--- src/rtl/stonyman_pkg.sv ---
`default_nettype none
// ============================================================================
//  Module      : stonyman_pkg
//  Description : Shared constants, state encoding and dimension clamp for the
//                Stonyman row-assembly path.
//  Revision    : 1.0 - initial release
// ============================================================================
package stonyman_pkg;

    localparam int MAX_RESOLUTION = 112;
    localparam int PIXEL_WIDTH    = 8;
    localparam int ROW_W          = MAX_RESOLUTION * PIXEL_WIDTH;
    localparam int CNT_W          = 7;

    typedef enum logic [1:0] {
        ST_IDLE = 2'd0,
        ST_FILL = 2'd1,
        ST_DONE = 2'd2
    } state_e;

    // A zero or oversized request means "use the full sensor width/height".
    function automatic logic [CNT_W-1:0] clamp_dim(
        input logic [CNT_W-1:0] req,
        input int unsigned      max_res
    );
        if ((req == '0) || (32'(req) > max_res)) begin
            return CNT_W'(max_res);
        end
        return req;
    endfunction

endpackage
`default_nettype wire

--- src/rtl/line_shadow_buf.sv ---
`default_nettype none
// ============================================================================
//  Module      : line_shadow_buf
//  Description : Indexed-write pixel register file with synchronous clear;
//                the flat view already includes the write being applied.
//  Revision    : 1.0 - initial release
// ============================================================================
module line_shadow_buf #(
    parameter int DEPTH = 112,
    parameter int WIDTH = 8,
    parameter int IDX_W = 7
) (
    input  logic                   clock,
    input  logic                   reset,
    input  logic                   clear,
    input  logic                   wr_en,
    input  logic [IDX_W-1:0]       wr_idx,
    input  logic [WIDTH-1:0]       wr_data,
    output logic [DEPTH*WIDTH-1:0] row_view
);

    generate
        for (genvar i = 0; i < DEPTH; i++) begin : g_slot
            logic [WIDTH-1:0] slot_q;
            logic [WIDTH-1:0] slot_d;
            logic             hit;

            always_comb begin
                hit    = wr_en && (wr_idx == IDX_W'(i));
                slot_d = slot_q;
                if (clear) begin
                    slot_d = '0;
                end else if (hit) begin
                    slot_d = wr_data;
                end
            end

            always_ff @(posedge clock) begin
                if (reset) begin
                    slot_q <= '0;
                end else begin
                    slot_q <= slot_d;
                end
            end

            // Bypass lets the top publish a row in the same cycle as its last pixel.
            assign row_view[i*WIDTH +: WIDTH] = hit ? wr_data : slot_q;
        end
    endgenerate

endmodule
`default_nettype wire

--- src/rtl/stonyman_line_assembler.sv ---
`default_nettype none
// ============================================================================
//  Module      : stonyman_line_assembler
//  Description : Collects the serial ADC pixel stream into rows and publishes
//                each complete row as a stable wide bus with a strobe.
//  Revision    : 1.0 - initial release
// ============================================================================
module stonyman_line_assembler #(
    parameter int MAX_RESOLUTION = stonyman_pkg::MAX_RESOLUTION,
    parameter int PIXEL_WIDTH    = stonyman_pkg::PIXEL_WIDTH
) (
    input  logic                                clock,
    input  logic                                reset,
    input  logic                                frame_start,
    input  logic [6:0]                          num_cols,
    input  logic [6:0]                          num_rows,
    input  logic [PIXEL_WIDTH-1:0]              pixel_data,
    input  logic                                pixel_valid,
    output logic [MAX_RESOLUTION*PIXEL_WIDTH-1:0] img_buf_newline,
    output logic                                newline_strobe,
    output logic [6:0]                          line_index,
    output logic                                frame_capture_done,
    output logic                                overflow_err
);
    import stonyman_pkg::*;

    localparam int ROW_BITS = MAX_RESOLUTION * PIXEL_WIDTH;

    state_e              state_q,      state_d;
    logic [CNT_W-1:0]    cols_q,       cols_d;
    logic [CNT_W-1:0]    rows_q,       rows_d;
    logic [CNT_W-1:0]    col_cnt_q,    col_cnt_d;
    logic [CNT_W-1:0]    row_cnt_q,    row_cnt_d;
    logic [ROW_BITS-1:0] row_q,        row_d;
    logic                strobe_q,     strobe_d;
    logic [CNT_W-1:0]    line_index_q, line_index_d;
    logic                done_q,       done_d;
    logic                overflow_q,   overflow_d;

    logic                buf_clear;
    logic                buf_wr;
    logic [ROW_BITS-1:0] buf_view;

    line_shadow_buf #(
        .DEPTH (MAX_RESOLUTION),
        .WIDTH (PIXEL_WIDTH),
        .IDX_W (CNT_W)
    ) u_shadow (
        .clock    (clock),
        .reset    (reset),
        .clear    (buf_clear),
        .wr_en    (buf_wr),
        .wr_idx   (col_cnt_q),
        .wr_data  (pixel_data),
        .row_view (buf_view)
    );

    always_comb begin
        state_d      = state_q;
        cols_d       = cols_q;
        rows_d       = rows_q;
        col_cnt_d    = col_cnt_q;
        row_cnt_d    = row_cnt_q;
        row_d        = row_q;
        strobe_d     = 1'b0;
        line_index_d = line_index_q;
        done_d       = done_q;
        overflow_d   = overflow_q;
        buf_clear    = 1'b0;
        buf_wr       = 1'b0;

        // A new frame always wins, even over a same-cycle pixel.
        if (frame_start) begin
            state_d   = ST_FILL;
            cols_d    = clamp_dim(num_cols, MAX_RESOLUTION);
            rows_d    = clamp_dim(num_rows, MAX_RESOLUTION);
            col_cnt_d = '0;
            row_cnt_d = '0;
            done_d    = 1'b0;
            buf_clear = 1'b1;
        end else if (pixel_valid) begin
            case (state_q)
                ST_FILL: begin
                    buf_wr = 1'b1;
                    if (col_cnt_q == (cols_q - CNT_W'(1))) begin
                        row_d        = buf_view;
                        strobe_d     = 1'b1;
                        line_index_d = row_cnt_q;
                        col_cnt_d    = '0;
                        buf_clear    = 1'b1;
                        if (row_cnt_q == (rows_q - CNT_W'(1))) begin
                            state_d   = ST_DONE;
                            done_d    = 1'b1;
                            row_cnt_d = '0;
                        end else begin
                            row_cnt_d = row_cnt_q + CNT_W'(1);
                        end
                    end else begin
                        col_cnt_d = col_cnt_q + CNT_W'(1);
                    end
                end
                default: begin
                    overflow_d = 1'b1;
                end
            endcase
        end
    end

    always_ff @(posedge clock) begin
        if (reset) begin
            state_q      <= ST_IDLE;
            cols_q       <= CNT_W'(MAX_RESOLUTION);
            rows_q       <= CNT_W'(MAX_RESOLUTION);
            col_cnt_q    <= '0;
            row_cnt_q    <= '0;
            row_q        <= '0;
            strobe_q     <= 1'b0;
            line_index_q <= '0;
            done_q       <= 1'b0;
            overflow_q   <= 1'b0;
        end else begin
            state_q      <= state_d;
            cols_q       <= cols_d;
            rows_q       <= rows_d;
            col_cnt_q    <= col_cnt_d;
            row_cnt_q    <= row_cnt_d;
            row_q        <= row_d;
            strobe_q     <= strobe_d;
            line_index_q <= line_index_d;
            done_q       <= done_d;
            overflow_q   <= overflow_d;
        end
    end

    assign img_buf_newline    = row_q;
    assign newline_strobe     = strobe_q;
    assign line_index         = line_index_q;
    assign frame_capture_done = done_q;
    assign overflow_err       = overflow_q;

endmodule
`default_nettype wire

--- config.mk ---
export PLATFORM = sky130hd
export DESIGN_NAME = stonyman_line_assembler
export DESIGN_NICKNAME = d
export VERILOG_FILES = /design/src/rtl/stonyman_pkg.sv /design/src/rtl/line_shadow_buf.sv /design/src/rtl/stonyman_line_assembler.sv
export SDC_FILE = /design/constraint.sdc
export NUM_CORES = 2
export LEC_CHECK = 0
export ABC_AREA = 1
export CAP_MARGIN = 20
export CORE_MARGIN = 1.5
export CORE_UTILIZATION = 25
export DETAILED_ROUTE_END_ITERATION = 10
export PLACE_DENSITY = 0.54
export SETUP_SLACK_MARGIN = 0.05
export SLEW_MARGIN = 10
export SYNTH_ARGS = -nofsm -noshare
export SYNTH_HDL_FRONTEND = slang
export SYNTH_SLANG_ARGS = --single-unit
--- constraint.sdc ---
create_clock -name clock -period 2.6 [get_ports clock]
set_input_delay 0.52 -clock clock [delete_from_list [all_inputs] [get_ports clock]]
set_output_delay 0.52 -clock clock [all_outputs]
set_load 0.01 [all_outputs]
After elaboration in Yosys (flattened, before gate mapping):

Index checks and enable logic that the tools add are counted.

* muxes and demuxes: 134
* add/sub/neg operators: 4
* $lt $le $gt $ge: 2
* bitwise logic cells: 2
* reductions and logical operators: 129
* equal/unequal tests: 114

Operators with widths (number)
* 8-bit 2-to-1 mux: 112
* 7-bit equality test (second input constant): 48
* 7-bit by 6-bit equality test with 1-bit output (second input constant): 32
* 7-bit by 5-bit equality test with 1-bit output (second input constant): 16
* 1-bit logical AND: 112
* 7-bit by 4-bit equality test with 1-bit output (second input constant): 8
* 7-bit 2-to-1 mux: 6
* 7-bit by 3-bit equality test with 1-bit output (second input constant): 4
* 7-bit logical NOT: 3
* 1-bit 2-to-1 mux: 16
* 7-bit by 1-bit adder with 7-bit output (second input constant): 2
* 7-bit by 2-bit equality test with 1-bit output (second input constant): 2
* 7-bit equality test: 2
* 7-bit greater-than comparator (second input constant): 2
* 7-bit by 1-bit subtractor with 7-bit output (second input constant): 2
* 4-bit AND reduction: 3
* 2-bit nonzero test: 4
* 7-bit by 1-bit equality test with 1-bit output (second input constant): 1
* 3-bit AND reduction: 2
* 2-bit OR reduction: 2
* 2-bit by 1-bit equality test with 1-bit output (second input constant): 1
* 1-bit logical OR: 2
* 1-bit inverter: 2
* 2-bit AND reduction: 1

* flip-flop bits (word level): 1831
* output and inout bits: 906
* word-level logic and storage cells: 507
* input bits: 26

Longest topological paths before layout:

* depth after elaboration: 7
* mapped depth: 16
* gate-level depth less buffers: 13

Modules after synthesis:

A second synthesis with hierarchy kept.

* cell total of the unflattened synthesis: 10685
* area, all modules: 75336.0 um^2

By module, submodules not included
* line_shadow_buf: instances 1, sequential area each 17937.2 um^2, area each 39944.6 um^2, cells each 6438
* stonyman_line_assembler: instances 1, sequential area each 18718.0 um^2, area each 35391.4 um^2, cells each 4247

Worst setup path before layout:

OpenSTA, ideal clock, no wires.

* kind: flip-flop to flip-flop
* start: register cols_q[0]
* end: register row_q[482] (netlist: img_buf_newline[482])
* cell stages (with the launch flop): 16
* buffers on the path: 3
* clock period less this slack: 2.121 ns
* arrival: 2.008 ns
* library setup time: 0.113 ns
* setup slack: 0.479 ns
* required time: 2.487 ns
* path through: dfxtp_1 inv_1 ha_1 nand2_1 inv_1 nor2_1 nand2_1 nor2_1 nand3_1 nor2_2 nand2_2 buf_2 buf_2 buf_2 o21ai_1 nor2_1

* cells in the longest elaborated chain, start to end: 3

RTL lines
* start: declaration: line stonyman_line_assembler.sv:30 `logic [CNT_W-1:0] cols_q, cols_d;`
* start signal: assignment: line stonyman_line_assembler.sv:112 `cols_q <= CNT_W'(MAX_RESOLUTION);`
* start signal: assignment: line stonyman_line_assembler.sv:123 `cols_q <= cols_d;`
* 7-bit by 1-bit subtractor with 7-bit output: line stonyman_line_assembler.sv:85 `if (col_cnt_q == (cols_q - CNT_W'(1))) begin`
* 7-bit equality test: line stonyman_line_assembler.sv:85
* 4-bit AND reduction (no line)
* end signal: assignment: line stonyman_line_assembler.sv:127 `row_q <= row_d;`
* end: declaration: line stonyman_line_assembler.sv:34 `logic [ROW_BITS-1:0] row_q, row_d;`

No other way between the ends.
A chain may end at the register's enable or synchronous reset.

Final worst setup path:

* start: register row_q[487] (netlist: img_buf_newline[487])
* end: output port img_buf_newline[487]

RTL lines
* end: declaration: line stonyman_line_assembler.sv:19 `output logic [MAX_RESOLUTION*PIXEL_WIDTH-1:0] img_buf_newline,`

No word-level cell between the ends.

==> flow_summary.toml <==
[min_path]
worstHoldPathCells = 3
min-delay-start = "pixel_data[2]"
hold_path.class = "in -> reg"
hold_end = "u_shadow.g_slot[35].slot_q[2]"

[pwr]
vdd_drop_max_uv = 472.7
p_total_mw = 60.93
power.density_mw_per_mm2 = 573.1
power_leakage_nw = 47.61

[floorplanning]
dieWidth_um = 563.4
row_count = 205
die_y_um = 563.4
dieArea_mm2 = 0.3174
start_util_pct = 25.15
pin_count = 932
fp.coreArea_mm2 = 0.3122

[routing]
wire_per_inst_um = 16.33
drt_iter0_markers = 4638
wl_um = 283900
wl_met2_um = 126600
met1_length_um = 133800
drt.antenna.violating_nets = 0
vias_per_cell = 3.973
drc = 0
first_pass_iters = 5
vias = 69090
dr.max_layer_used = "met5"
wl_met3_um = 14390

[sta]
finalMaxSlewViolations = 0
min_period_over_period_pct = 95.80
slew_headroom_pct = 65.11
hold_violations = 0
fmax_mhz = 401.5
setup_viol = 0
period_minus_slack_ps = 2491
rsz0062_at_grt = "true"
timing.final.ws_setup_ps = 109.2
tightest_slew_ps = 517.9
clock-skew-final_ps = 44.60

[place]
gp_congestion = 0.8158
hpwl_um = 198500
pre_cts_ws_ps = -424.6
io_buffers = 931
place_area_mm2 = 0.09870

[synth]
synth-main-ff-cell = "dfxtp_1"
synth_common_cells = "3313 x inv_1, 2243 x nand2_1, 1935 x nor2_1"
seq_area_frac_synth_pct = 46.68
synth.distinct_cells = 33
ys_warn_count = 0
synth_area_leaders = "dfxtp_1 47%, inv_1 16%, nand2_1 11%"
async_reset_ff_share_pct = 0
syn_avg_cell_area_um2 = 6.646
yosys_register_bits = 1831
syn-cell-area_mm2 = 0.07852
synth_cells = 11810
synth-edff-count = 0
yosysTopAreaCell = "dfxtp_1"
syn_nets = 11850
synth.top_cell.area_share_pct = 46.68
synth.most_common_cell = "inv_1"

[final_layout]
final_nets = 13100
final_layout_size_suffix_gt1_share_pct = 8.998
area_growth_pct = 35.40
seqCellArea_mm2 = 0.03670
multi_input_area_mm2 = 0.02687
fin_area_mm2 = 0.1063
utilization_pct = 34.06
num-fill-cells = 33400

[worst_setup_path]
r2r_end = "img_buf_newline[760]"
worstSetupStartpoint = "img_buf_newline[487]"
timing.rr.start = "cols_q[1]"
crit_type = "reg -> out"
end_kind = "output pin"
path_buf_inv = 1
crit_chain = "clkdlybuf4s50_1"
cp.required_ps = 2080
crit_slowest_cell = "clkdlybuf4s50_1"
cp_max_fo = 2
cp.arrival_ps = 1970
cp-start-kind = "flop"
r2r_setup_slack_ps = 170
reg2reg_depth = 16
crit_path_max_incr_delay_ps = 600
cp_top_family = "buffers and inverters"

[clock_tree]
cts_hold_buf = 0
h-tree-depth = 4
cts_tree = "built"
cts_buffers = 208
cts_root_buf = "clkbuf_16"
cts.clk_slew.worst_paths_ps = 60
clock-sinks = 1831
cts_buffer_depth = 4
insertion_delay_ps = 900

[grt]
grt_first_pass_wirelength_um = 409000
antenna_found_initial = 27
grt.total_usage_pct = 17.19
grt_pass1_vias = 62010
grt.overflow.total = 0
grt_max_degree = 101

[job]
cap_violations = 0

[status]
status = "finished clean"
-- timing repair --
item | CTS | global route
pin swaps | 3 | 4
hold endpoints to repair | 0 | 0
gates resized for setup | 37 | 47
cloned | 0 | 9
setup endpoints to repair | 126 | 535
setup buffers | 3 | 6
-- kinds of logic (layout without fill, tap and decap cells) --
family | Yosys count | count (layout) | synth area share (%)
fa+ha+maj | 7 | 7 | 0.1115
flops | 1831 | 1831 | 46.68
buf+inv | 3960 | 5382 | 19.32
other cells | 0 | 12 | 0
simple gates | 4439 | 4439 | 21.77
xor+xnor | 9 | 9 | 0.1004
compound gates | 1568 | 1568 | 12.02
-- where the power goes --
part           switching, mW  leakage [nW]  total [mW]  internal, mW
Combinational           1.56          29.4        2.22         0.661
Sequential            0.0189          14.8        28.1          28.1
Clock                   12.6          3.47        30.6          18.0
-- worst max path at each step --
stage                                 to  cells after the start  slack [ps]
floorplan           img_buf_newline[482]                     15         480
global placement    img_buf_newline[243]                     12        -400
CTS                 img_buf_newline[367]                      1          40
global route        img_buf_newline[760]                     16          10
finish              img_buf_newline[487]                      1         110
detailed placement  img_buf_newline[266]                     12        -420
-- stage by stage --
stage / std cells / setup TNS [ps] / hold WS (ps)
3_3_place_gp: 16980 / -263620 / 485.2
6_report: 17390 / 0 / 164.2
3_5_place_dp: 16980 / -305890 / 494.9
5_1_grt: 17380 / 0 / 118.9
4_1_cts: 17360 / 0 / 80.14
2_1_floorplan: 11810 / 0 / 466.5
-- registers in the layout, indices dropped and copies added (netlist names) --
signal / flops
img_buf_newline: 896
u_shadow.g_slot.slot_q: 896
col_cnt_q: 7
cols_q: 7
line_index: 7
row_cnt_q: 7
rows_q: 7
frame_capture_done: 1
newline_strobe: 1
overflow_err: 1
state_q: 1
-- layout by cell type (no fill, tap or decap), drive strengths merged --
cell / instances
nand3: 216
o32ai: 5
or2: 1
nor3b: 1
a21oi: 6
o32a: 1
clkbuf: 320
clkinvlp: 5
dfxtp: 1831
xnor2: 3
clkdlybuf4s50: 919
nor2: 1943
xor2: 6
o21a: 624
dlygate4sd2: 4
bufinv: 16
a32o: 1
ha: 7
clkinv: 38
nor4: 1
diode: 12
buf: 754
nor3: 5
nand2: 2261
inv: 3326
o21ai: 931
nand4: 11
-- routing by layer --
layer / up-vias / global-route usage, %
li1: 36390 / -
met5: - / 0
met3: 340 / 2.579
met1: 30850 / 23.27
met2: 1499 / 27.86
met4: 2 / 5.543
-- layout make-up --
class | count | area share, %
multi-input cells | 6023 | 25.27
flip-flops and latches | 1831 | 34.52
well taps | 4140 | 4.872
clock buffers | 311 | 5.789
diodes | 12 | 0.02824
clock inverters | 64 | 0.8615
inverters | 3321 | 11.74
repair buffers | 1686 | 16.91
(Power assumes the default switching activity.)
